===== src/rtl/uart_pkg.sv =====
// Shared UART definitions: FSM state encoding (common to the transmitter),
// default frame width and the legal oversampling ratios.
package uart_pkg;

   localparam int DATA_SIZE_DEF = 8;

   localparam int PRESC_8  = 8;
   localparam int PRESC_16 = 16;
   localparam int PRESC_32 = 32;

   typedef enum logic [2:0] {
      IDLE   = 3'd0,
      START  = 3'd1,
      DATA   = 3'd2,
      PARITY = 3'd3,
      STOP   = 3'd4
   } uart_state_e;

   function automatic logic majority3(input logic [2:0] s);
      return (s[0] & s[1]) | (s[0] & s[2]) | (s[1] & s[2]);
   endfunction

endpackage


===== src/rtl/uart_rx_fsm_if.sv =====
// Receive-side output bundle from the UART receiver to the register/FIFO layer.
interface uart_rx_fsm_if #(
   parameter int DATA_SIZE = uart_pkg::DATA_SIZE_DEF
);
   import uart_pkg::*;

   // Data_Valid is a one-cycle strobe with no ready: the consumer must take
   // P_DATA in the strobe cycle. P_DATA and the flags then hold until the next frame.
   logic [DATA_SIZE-1:0] P_DATA;
   logic                 Data_Valid;
   logic                 PAR_ERR;
   logic                 STP_ERR;
   uart_state_e          dbg_state;

   modport master (
      output P_DATA,
      output Data_Valid,
      output PAR_ERR,
      output STP_ERR,
      output dbg_state
   );

   modport slave (
      input P_DATA,
      input Data_Valid,
      input PAR_ERR,
      input STP_ERR,
      input dbg_state
   );

endinterface


===== src/rtl/uart_rx_sampler.sv =====
// Three-tap majority voter: captures the line at mid-bit -1/0/+1 and votes.
module uart_rx_sampler
   import uart_pkg::*;
#(
   parameter int PRESCALE_W = 6
) (
   input  logic                  clk,
   input  logic                  rst,
   input  logic                  rx_s_i,
   input  logic [PRESCALE_W-1:0] edge_cnt_i,
   input  logic [PRESCALE_W-1:0] presc_i,
   output logic                  sampled_bit_o
);

   localparam logic [PRESCALE_W-1:0] E_ONE = PRESCALE_W'(1);

   logic [PRESCALE_W-1:0] half;
   logic [PRESCALE_W-1:0] mid_lo;
   logic [PRESCALE_W-1:0] mid_hi;
   logic [2:0]            samp_q;

   assign half   = presc_i >> 1;
   assign mid_lo = half - E_ONE;
   assign mid_hi = half + E_ONE;

   // Samples reset to the idle level so a vote is never taken on X.
   always_ff @(posedge clk or posedge rst) begin
      if (rst) begin
         samp_q <= 3'b111;
      end else begin
         if (edge_cnt_i == mid_lo) samp_q[0] <= rx_s_i;
         if (edge_cnt_i == half)   samp_q[1] <= rx_s_i;
         if (edge_cnt_i == mid_hi) samp_q[2] <= rx_s_i;
      end
   end

   assign sampled_bit_o = majority3(samp_q);

endmodule


===== src/rtl/uart_rx_fsm.sv =====
// UART receiver: synchronizer, start detection, per-bit majority vote,
// LSB-first assembly, parity/stop checks and registered outputs.
module uart_rx_fsm
   import uart_pkg::*;
#(
   parameter int DATA_SIZE  = DATA_SIZE_DEF,
   parameter int PRESCALE_W = 6
) (
   input  logic                  CLK,
   input  logic                  RST,
   input  logic                  RX_IN,
   input  logic [PRESCALE_W-1:0] Prescale,
   input  logic                  PAR_EN,
   input  logic                  PAR_TYP,
   uart_rx_fsm_if.master         rx_if
);

   localparam int BIT_W = (DATA_SIZE > 1) ? $clog2(DATA_SIZE) : 1;
   localparam logic [BIT_W-1:0]      LAST_BIT = BIT_W'(DATA_SIZE - 1);
   localparam logic [BIT_W-1:0]      B_ONE    = BIT_W'(1);
   localparam logic [PRESCALE_W-1:0] E_ONE    = PRESCALE_W'(1);

   logic [1:0]            sync_q;
   logic                  rx_s;
   uart_state_e           state_q;
   logic [PRESCALE_W-1:0] edge_cnt_q;
   logic [PRESCALE_W-1:0] edge_cnt_d;
   logic [PRESCALE_W-1:0] presc_q;
   logic [BIT_W-1:0]      bit_cnt_q;
   logic [BIT_W-1:0]      bit_cnt_d;
   logic [DATA_SIZE-1:0]  shift_q;
   logic [DATA_SIZE-1:0]  shift_d;
   logic [DATA_SIZE-1:0]  p_data_q;
   logic                  par_en_q;
   logic                  par_typ_q;
   logic                  valid_q;
   logic                  par_err_q;
   logic                  stp_err_q;
   logic                  sampled_bit;
   logic                  bit_end;
   logic                  par_exp;

   always_ff @(posedge CLK or posedge RST) begin
      if (RST) sync_q <= 2'b11;
      else     sync_q <= {sync_q[0], RX_IN};
   end

   assign rx_s = sync_q[1];

   uart_rx_sampler #(
      .PRESCALE_W (PRESCALE_W)
   ) u_sampler (
      .clk           (CLK),
      .rst           (RST),
      .rx_s_i        (rx_s),
      .edge_cnt_i    (edge_cnt_q),
      .presc_i       (presc_q),
      .sampled_bit_o (sampled_bit)
   );

   assign edge_cnt_d = edge_cnt_q + E_ONE;
   assign bit_cnt_d  = bit_cnt_q + B_ONE;
   assign bit_end    = (edge_cnt_q == presc_q - E_ONE);
   assign shift_d    = {sampled_bit, shift_q[DATA_SIZE-1:1]};
   assign par_exp    = (^shift_q) ^ par_typ_q;

   always_ff @(posedge CLK or posedge RST) begin
      if (RST) begin
         state_q    <= IDLE;
         edge_cnt_q <= '0;
         bit_cnt_q  <= '0;
         shift_q    <= '0;
         presc_q    <= PRESCALE_W'(PRESC_8);
         par_en_q   <= 1'b0;
         par_typ_q  <= 1'b0;
         p_data_q   <= '0;
         valid_q    <= 1'b0;
         par_err_q  <= 1'b0;
         stp_err_q  <= 1'b0;
      end else begin
         valid_q <= 1'b0;
         if (state_q != IDLE) edge_cnt_q <= bit_end ? '0 : edge_cnt_d;
         case (state_q)
            IDLE: begin
               // The detection clock is edge 0 of the start bit, so count resumes at 1.
               if (!rx_s) begin
                  state_q    <= START;
                  edge_cnt_q <= E_ONE;
                  bit_cnt_q  <= '0;
                  presc_q    <= Prescale;
                  par_en_q   <= PAR_EN;
                  par_typ_q  <= PAR_TYP;
                  par_err_q  <= 1'b0;
                  stp_err_q  <= 1'b0;
               end
            end
            START: begin
               if (bit_end) state_q <= sampled_bit ? IDLE : DATA;
            end
            DATA: begin
               if (bit_end) begin
                  shift_q <= shift_d;
                  if (bit_cnt_q == LAST_BIT) begin
                     bit_cnt_q <= '0;
                     state_q   <= par_en_q ? PARITY : STOP;
                  end else begin
                     bit_cnt_q <= bit_cnt_d;
                  end
               end
            end
            PARITY: begin
               if (bit_end) begin
                  par_err_q <= (sampled_bit != par_exp);
                  state_q   <= STOP;
               end
            end
            STOP: begin
               if (bit_end) begin
                  stp_err_q <= ~sampled_bit;
                  if (!par_err_q && sampled_bit) begin
                     p_data_q <= shift_q;
                     valid_q  <= 1'b1;
                  end
                  state_q <= IDLE;
               end
            end
            default: state_q <= IDLE;
         endcase
      end
   end

   assign rx_if.P_DATA     = p_data_q;
   assign rx_if.Data_Valid = valid_q;
   assign rx_if.PAR_ERR    = par_err_q;
   assign rx_if.STP_ERR    = stp_err_q;
   assign rx_if.dbg_state  = state_q;

endmodule


===== src/flat_wrapper.sv =====
// flat-port wrapper written by rule: the top's interface ports become plain ports
module uart_rx_fsm_flat import uart_pkg::*;
#(
   parameter int DATA_SIZE  = DATA_SIZE_DEF,
   parameter int PRESCALE_W = 6
)
  (CLK, RST, RX_IN, Prescale, PAR_EN, PAR_TYP, rx_if_P_DATA, rx_if_Data_Valid, rx_if_PAR_ERR, rx_if_STP_ERR, rx_if_dbg_state);
  uart_rx_fsm_if #(.DATA_SIZE(DATA_SIZE)) rx_if_i ();
  input  logic CLK;
  input  logic RST;
  input  logic RX_IN;
  input  logic [PRESCALE_W-1:0] Prescale;
  input  logic PAR_EN;
  input  logic PAR_TYP;
  output wire logic [$bits(rx_if_i.P_DATA)-1:0] rx_if_P_DATA;
  output wire logic [$bits(rx_if_i.Data_Valid)-1:0] rx_if_Data_Valid;
  output wire logic [$bits(rx_if_i.PAR_ERR)-1:0] rx_if_PAR_ERR;
  output wire logic [$bits(rx_if_i.STP_ERR)-1:0] rx_if_STP_ERR;
  output wire logic [$bits(rx_if_i.dbg_state)-1:0] rx_if_dbg_state;
  assign rx_if_P_DATA = rx_if_i.P_DATA;
  assign rx_if_Data_Valid = rx_if_i.Data_Valid;
  assign rx_if_PAR_ERR = rx_if_i.PAR_ERR;
  assign rx_if_STP_ERR = rx_if_i.STP_ERR;
  assign rx_if_dbg_state = rx_if_i.dbg_state;
  uart_rx_fsm #(.DATA_SIZE(DATA_SIZE), .PRESCALE_W(PRESCALE_W)) u_core (.CLK(CLK), .RST(RST), .RX_IN(RX_IN), .Prescale(Prescale), .PAR_EN(PAR_EN), .PAR_TYP(PAR_TYP), .rx_if(rx_if_i));
endmodule

===== config.mk =====
export PLATFORM = sky130hd
export DESIGN_NAME = uart_rx_fsm_flat
export DESIGN_NICKNAME = d
export VERILOG_FILES = /design/src/rtl/uart_pkg.sv /design/src/rtl/uart_rx_fsm_if.sv /design/src/rtl/uart_rx_sampler.sv /design/src/rtl/uart_rx_fsm.sv /design/src/flat_wrapper.sv
export SDC_FILE = /design/constraint.sdc
export NUM_CORES = 1
export LEC_CHECK = 0
export CAP_MARGIN = 20
export CORE_ASPECT_RATIO = 0.9
export CORE_MARGIN = 1
export CORE_UTILIZATION = 50
export DETAILED_ROUTE_END_ITERATION = 6
export GPL_TIMING_DRIVEN = 0
export PLACE_DENSITY = 0.72
export SYNTH_ARGS = -nofsm -noshare
export SYNTH_HDL_FRONTEND = slang
export SYNTH_SLANG_ARGS = --single-unit

===== constraint.sdc =====
create_clock -name CLK -period 3 [get_ports CLK]
set_input_delay 0.75 -clock CLK [delete_from_list [all_inputs] [get_ports CLK]]
set_output_delay 0.75 -clock CLK [all_outputs]
set_load 0.02 [all_outputs]

==> results.cfg, run 1 <==
[status]
status = finished, final reports clean

[layout]
antennaDiodeCount = 0
drive_gt1_frac = 0.1622
area_delta_synth_final_pct = 18.90
fin_nets = 276
final_core_util = 0.6354

[setup_path]
cp_data_arrival_time_ps = 2980
end_kind = register
crit_path_start_kind = register
reg2reg_depth = 9
critical_path.max_fanout = 9
critPathKind = reg2reg
crit_required_ps = 3170

[clock_network]
clock_path_buffers = 2
clock-sinks = 44
clk_pin_slew_ps = 80
root_buffer = clkbuf_8
tritoncts = yes
cts_setup_buffers = 0
clock_latency_ps = 290
htreeDepth = 2
cts-buffers-inserted = 5
cts_resized = 0
hold_buffers = 0

[routing]
dr.pass1.iters = 4
vias_per_cell = 5.321
vias = 1708
drcViolationCount = 0
antenna_left = 0
drt_iter0_drc = 70
wire_per_inst_um = 14.27
wl_mm = 4.582

[yosys]
avgSynthCellArea_um2 = 10.75
synth.distinct_cells = 44
syn_inst = 226
synth_most_common_cell = dfrtp_1
synth-seq-cells = 44
synth_flop_cell = dfrtp_1
syn_area_um2 = 2430
ys_warn_count = 0
ys_top_cells_by_area = dfrtp_1 39%, mux2_2 7.0%, dfstp_2 6.5%
ys_seq_area_frac = 0.4562
synth_edf_count = 0
yosys-top-cells-count = 38 x dfrtp_1, 17 x nand2_1, 16 x xnor2_1, 15 x mux2_2
synthArstFlopShare = 1.000
synth_area_leader_cell = dfrtp_1
synth_top_area_share = 0.3913
synth_nets = 244

[timing]
fin_tns_setup_ps = 0
grt_setup_unrepaired = false
timing.final.hold_violations = 0
slew_headroom = 0.5292
setup_violations = 0
fmax_mhz = 356.3
fin_crit_sh = 0.9355
period_needed_ps = 2807
fin_skew_ps = 7.737
maxSlewViolCount = 0
tightest_slew_ps = 700.8

[min_path]
hold_depth = 0
hp-class = reg2reg

[power_and_ir_drop]
power.density_nw_per_um2 = 870.4
switching_power_uw = 967.2
pwr-share-seq = 0.343
p_comb_frac = 0.468
p_int_mw = 1.547
peakVddDrop_v = 0.0005038
power_frac_clock = 0.189
switching_share = 0.3847
p_leak_nw = 1.310

[placement]
port_buffers = 24
gp_congestion = 0.8872
hpwl_mm = 3.290

[die]
die_width_um = 75.48
coreArea_um2 = 4547
std_cell_rows = 23
die_y_um = 68.14
die_area_um2 = 5143
io_pins = 25
initial_utilization = 0.5344

[job]
cap_viol_max_count = 0

[global_routing]
first_global_vias = 1639
grt_pass1_wl_mm = 7.852
grt_max_degree = 33
grt_usage = 0.2056
grt_overflow = 0
antenna_found_initial = 0
cell families after synthesis:
logic type | share of synthesized area
simple gates | 0.1395
flops | 0.4562
compound gates | 0.09218
mux | 0.1370
xor+xnor | 0.09732
buf+inv | 0.03759
fa+ha+maj | 0.04016
metrics by stage:
stage	cell area (um^2)	total power, mW	cells	hold slack, ps	setup WS [ps]
6_report	2889	2.514	321	358.2	193.4
5_1_grt	2889	2.703	321	360.2	59.57
4_1_cts	2889	2.529	321	359.7	139.1
3_5_place_dp	2768	2.030	313	347.5	148.8
3_3_place_gp	2748	1.996	312	345.2	200.6
2_1_floorplan	2430	1.783	226	345.2	522.6
worst max-delay path: stages (launching register included):
cell and delay [ps]:
dfrtp_1 450, inv_1 190, ha_1 250, nand2b_1 150
a21oi_1 70, a311o_1 350, a2111oi_4 490, and3_1 230
buf_4 180, mux2_1 340
registers in the layout, indices dropped and copies added, names as in the netlist:
name	count
u_core.presc_q	6
u_core.rx_if.PAR_ERR	1
u_core.bit_cnt_q	3
u_core.rx_if.P_DATA	8
u_core.rx_if.dbg_state	3
u_core.shift_q	8
u_core.u_sampler.samp_q	3
u_core.par_typ_q	1
u_core.rx_if.STP_ERR	1
u_core.sync_q	2
u_core.edge_cnt_q	6
u_core.rx_if.Data_Valid	1
u_core.par_en_q	1
path summary, 6_finish.rpt:
kind	to	slack, ps	from
setup / recovery	u_core.rx_if.P_DATA[7]	190	u_core.presc_q[1]
hold / removal	u_core.sync_q[1]	360	u_core.sync_q[0]
setup reg to reg	u_core.rx_if.P_DATA[7]	190	u_core.presc_q[1]
hold reg to reg	u_core.sync_q[1]	360	u_core.sync_q[0]
max in group asynchronous	u_core.u_sampler.samp_q[1]	1720	RST
min in group asynchronous	u_core.presc_q[0]	740	RST
cells in the final DEF (no fill, tap or decap), types with 6 or more instances in the layout:
cell             synthesis  final
o21ai_0                 10     10
ha_1                     7      7
dfstp_2                  6      6
nand2_1                 17     17
mux2_1                  11     11
clkbuf_8                 0      6
mux2_2                  15     15
xor2_1                  11     11
xnor2_1                 16     16
a21oi_1                  7      7
clkdlybuf4s50_1          0     24
dfrtp_1                 38     38
nor2_1                   8      8
nand3_1                 11     11
metal layers:
layer | track usage | wire length (um)
met1 | 0.3050 | 2291
met5 | 0 | 0
met2 | 0.3092 | 2103
met4 | 0.05787 | 44
met3 | 0.03535 | 142
final cells by class:
type	count	area, um^2
clock inverter	2	38.79
inverter	6	22.52
fill	387	1658
timing repair buffer	25	260.3
clock buffer	6	82.58
sequential	44	1109
tap	62	77.57
multi-input combinational	163	1230
buffer	13	68.82
power groups by stage:
stage / registers [mW] / logic, mW / clock network (mW)
finish: 0.862 / 1.18 / 0.475
floorplan: 0.860 / 0.924 / 0
detailed placement: 0.871 / 1.16 / 0
CTS: 0.861 / 1.18 / 0.492
global placement: 0.868 / 1.13 / 0
global route: 0.885 / 1.31 / 0.508
Power figures use the tool's default switching activity.
==> inputs of run 2 (changes only) <==
Settings changed: CORE_UTILIZATION 50 to 55, CTS_BUF_LIST from default to sky130_fd_sc_hd__clkbuf_8 sky130_fd_sc_hd__clkbuf_16, GPL_ROUTABILITY_DRIVEN from default to 0, PLACE_DENSITY 0.72 to 0.78.
==> run 2 against run 1 <==
Die area decreased by 8.8%; maximum frequency increased by 1.8%; critical path depth increased by 1; sequential share of layout area decreased by 0.31 points; design area increased by 0.82%; combinational power about the same; worst setup slack improved by 49 ps; sequential cell count unchanged; worst hold slack about the same; non-clock buffer count increased by 2; largest cell class unchanged; highest routed layer unchanged.
==> results.cfg, run 2 (synthesis gave the netlist of run 1 again) <==
[layout]
antennaDiodeCount = 0
drive_gt1_frac = 0.1648
fin_nets = 278
final_core_util = 0.7008
final_common_cell = dfrtp_1
multi_input_area_um2 = 1230
area_delta_synth_final_pct = 19.88
num-fill-cells = 330
seq_area_um2 = 1109
fin_area_um2 = 2913
final_cell_mix = 38 x dfrtp_1, 24 x clkdlybuf4s50_1, 17 x nand2_1

[clock_network]
tritoncts = yes
cts-buffers-inserted = 5
root_buffer = clkbuf_8
cts_setup_buffers = 0
clock_latency_ps = 290
clk_pin_slew_ps = 70
cts_resized = 0
clock-sinks = 44
htreeDepth = 2
clock_path_buffers = 2
hold_buffers = 0

[routing]
dr.pass1.iters = 4
wire_per_inst_um = 14.21
drt_iter0_drc = 120
wl_mm = 4.562
vias = 1759
drcViolationCount = 0
vias_per_cell = 5.480
antenna_left = 0

[die]
die_y_um = 65.06
initial_utilization = 0.5846
coreArea_um2 = 4156
die_width_um = 72.06
io_pins = 25
std_cell_rows = 22
die_area_um2 = 4688

[global_routing]
grt_overflow = 0
grt_pass1_wl_mm = 7.693
first_global_vias = 1600
grt_usage = 0.2131
grt_max_degree = 33
antenna_found_initial = 0

[setup_path]
setup.worst_path.start = u_core.presc_q[1]
crit_required_ps = 3170
critical_path.max_fanout = 10
cp_data_arrival_time_ps = 2930
end_kind = register
crit_path_start_kind = register
r2r_start = u_core.presc_q[1]
critPathKind = reg2reg

[power_and_ir_drop]
p_leak_nw = 1.329
peakVddDrop_v = 0.0005267
power.density_nw_per_um2 = 885.5

[timing]
fin_tns_setup_ps = 0
period_needed_ps = 2758
fin_crit_sh = 0.9193
slew_headroom = 0.4582
grt_setup_unrepaired = false
maxSlewViolCount = 0
setup_violations = 0
fin_skew_ps = 13.36
timing.final.hold_violations = 0
fmax_mhz = 362.6
tightest_slew_ps = 806.4

[placement]
placed_cell_area_um2 = 2765
port_buffers = 24
hpwl_mm = 3.209

[min_path]
min-delay-start = u_core.sync_q[0]
hp-class = reg2reg

[job]
cap_viol_max_count = 0

[status]
status = finished, final reports clean
==> run 2: changes by cell type in the layout (fill, tap and decap cells not counted), sizes merged <==
cell | before | now
inv | 5 | 6
clkbuf | 10 | 9
buf | 10 | 12
bufinv | 1 | 2
clkinv | 2 | 1
==> run 2: final timing paths <==
| check | endpoint | slack (ps) | cells after the start |
|---|---|---|---|
| setup / recovery | u_core.bit_cnt_q[1] | 240 | 10 |
| hold / removal | u_core.sync_q[1] | 360 | 0 |
| setup reg to reg | u_core.bit_cnt_q[1] | 240 | 10 |
| hold reg to reg | u_core.sync_q[1] | 360 | 0 |
| max in group asynchronous | u_core.u_sampler.samp_q[1] | 1700 | 3 |
| min in group asynchronous | u_core.rx_if.dbg_state[0] | 760 | 2 |
==> run 2: final cells by class <==
cell class                 count  share of cell area
buffer                        13             0.02363
clock buffer                   5             0.02363
clock inverter                 3             0.02191
inverter                       6            0.007732
multi-input combinational    163              0.4223
sequential                    44              0.3806
tap                           60             0.02577
timing repair buffer          27             0.09450
==> run 2: metrics by stage <==
stage	power [mW]	hold slack [ps]	cells	setup slack, ps
2_1_floorplan	1.783	345.2	226	522.6
3_3_place_gp	1.991	345.6	310	210.2
3_5_place_dp	2.028	348.9	311	138.9
4_1_cts	2.564	360.1	319	126.5
5_1_grt	2.747	363.6	321	98.00
6_report	2.579	357.9	321	242.2
==> run 2: power by group <==
| part | internal, mW | total [mW] | switching (mW) | leakage (nW) |
|---|---|---|---|---|
| clock | 0.330 | 0.531 | 0.202 | 0.0695 |
| sequential | 0.744 | 0.867 | 0.123 | 0.567 |
| combinational | 0.539 | 1.18 | 0.642 | 0.693 |
==> run 2: critical path: stages (launching register included) <==
cell and delay, ps:
dfrtp_1 460, inv_1 190, ha_1 260, nand2b_1 150
a21oi_1 70, a311o_1 350, a2111oi_4 410, buf_4 200
nand2_2 50, buf_4 180, mux2_1 320
==> run 2: routing by layer <==
metal	up-vias	wire, um	GRT usage
li1	859	-	-
met4	0	17	0.05147
met3	2	141	0.04199
met5	-	0	0
met1	868	2395	0.3313
met2	30	2007	0.3014
==> inputs of run 3 (changes only) <==
Settings changed: CAP_MARGIN 20 to default.
==> results of run 3 <==
No change in the layout: final DEF, timing and power equal those of run 2.
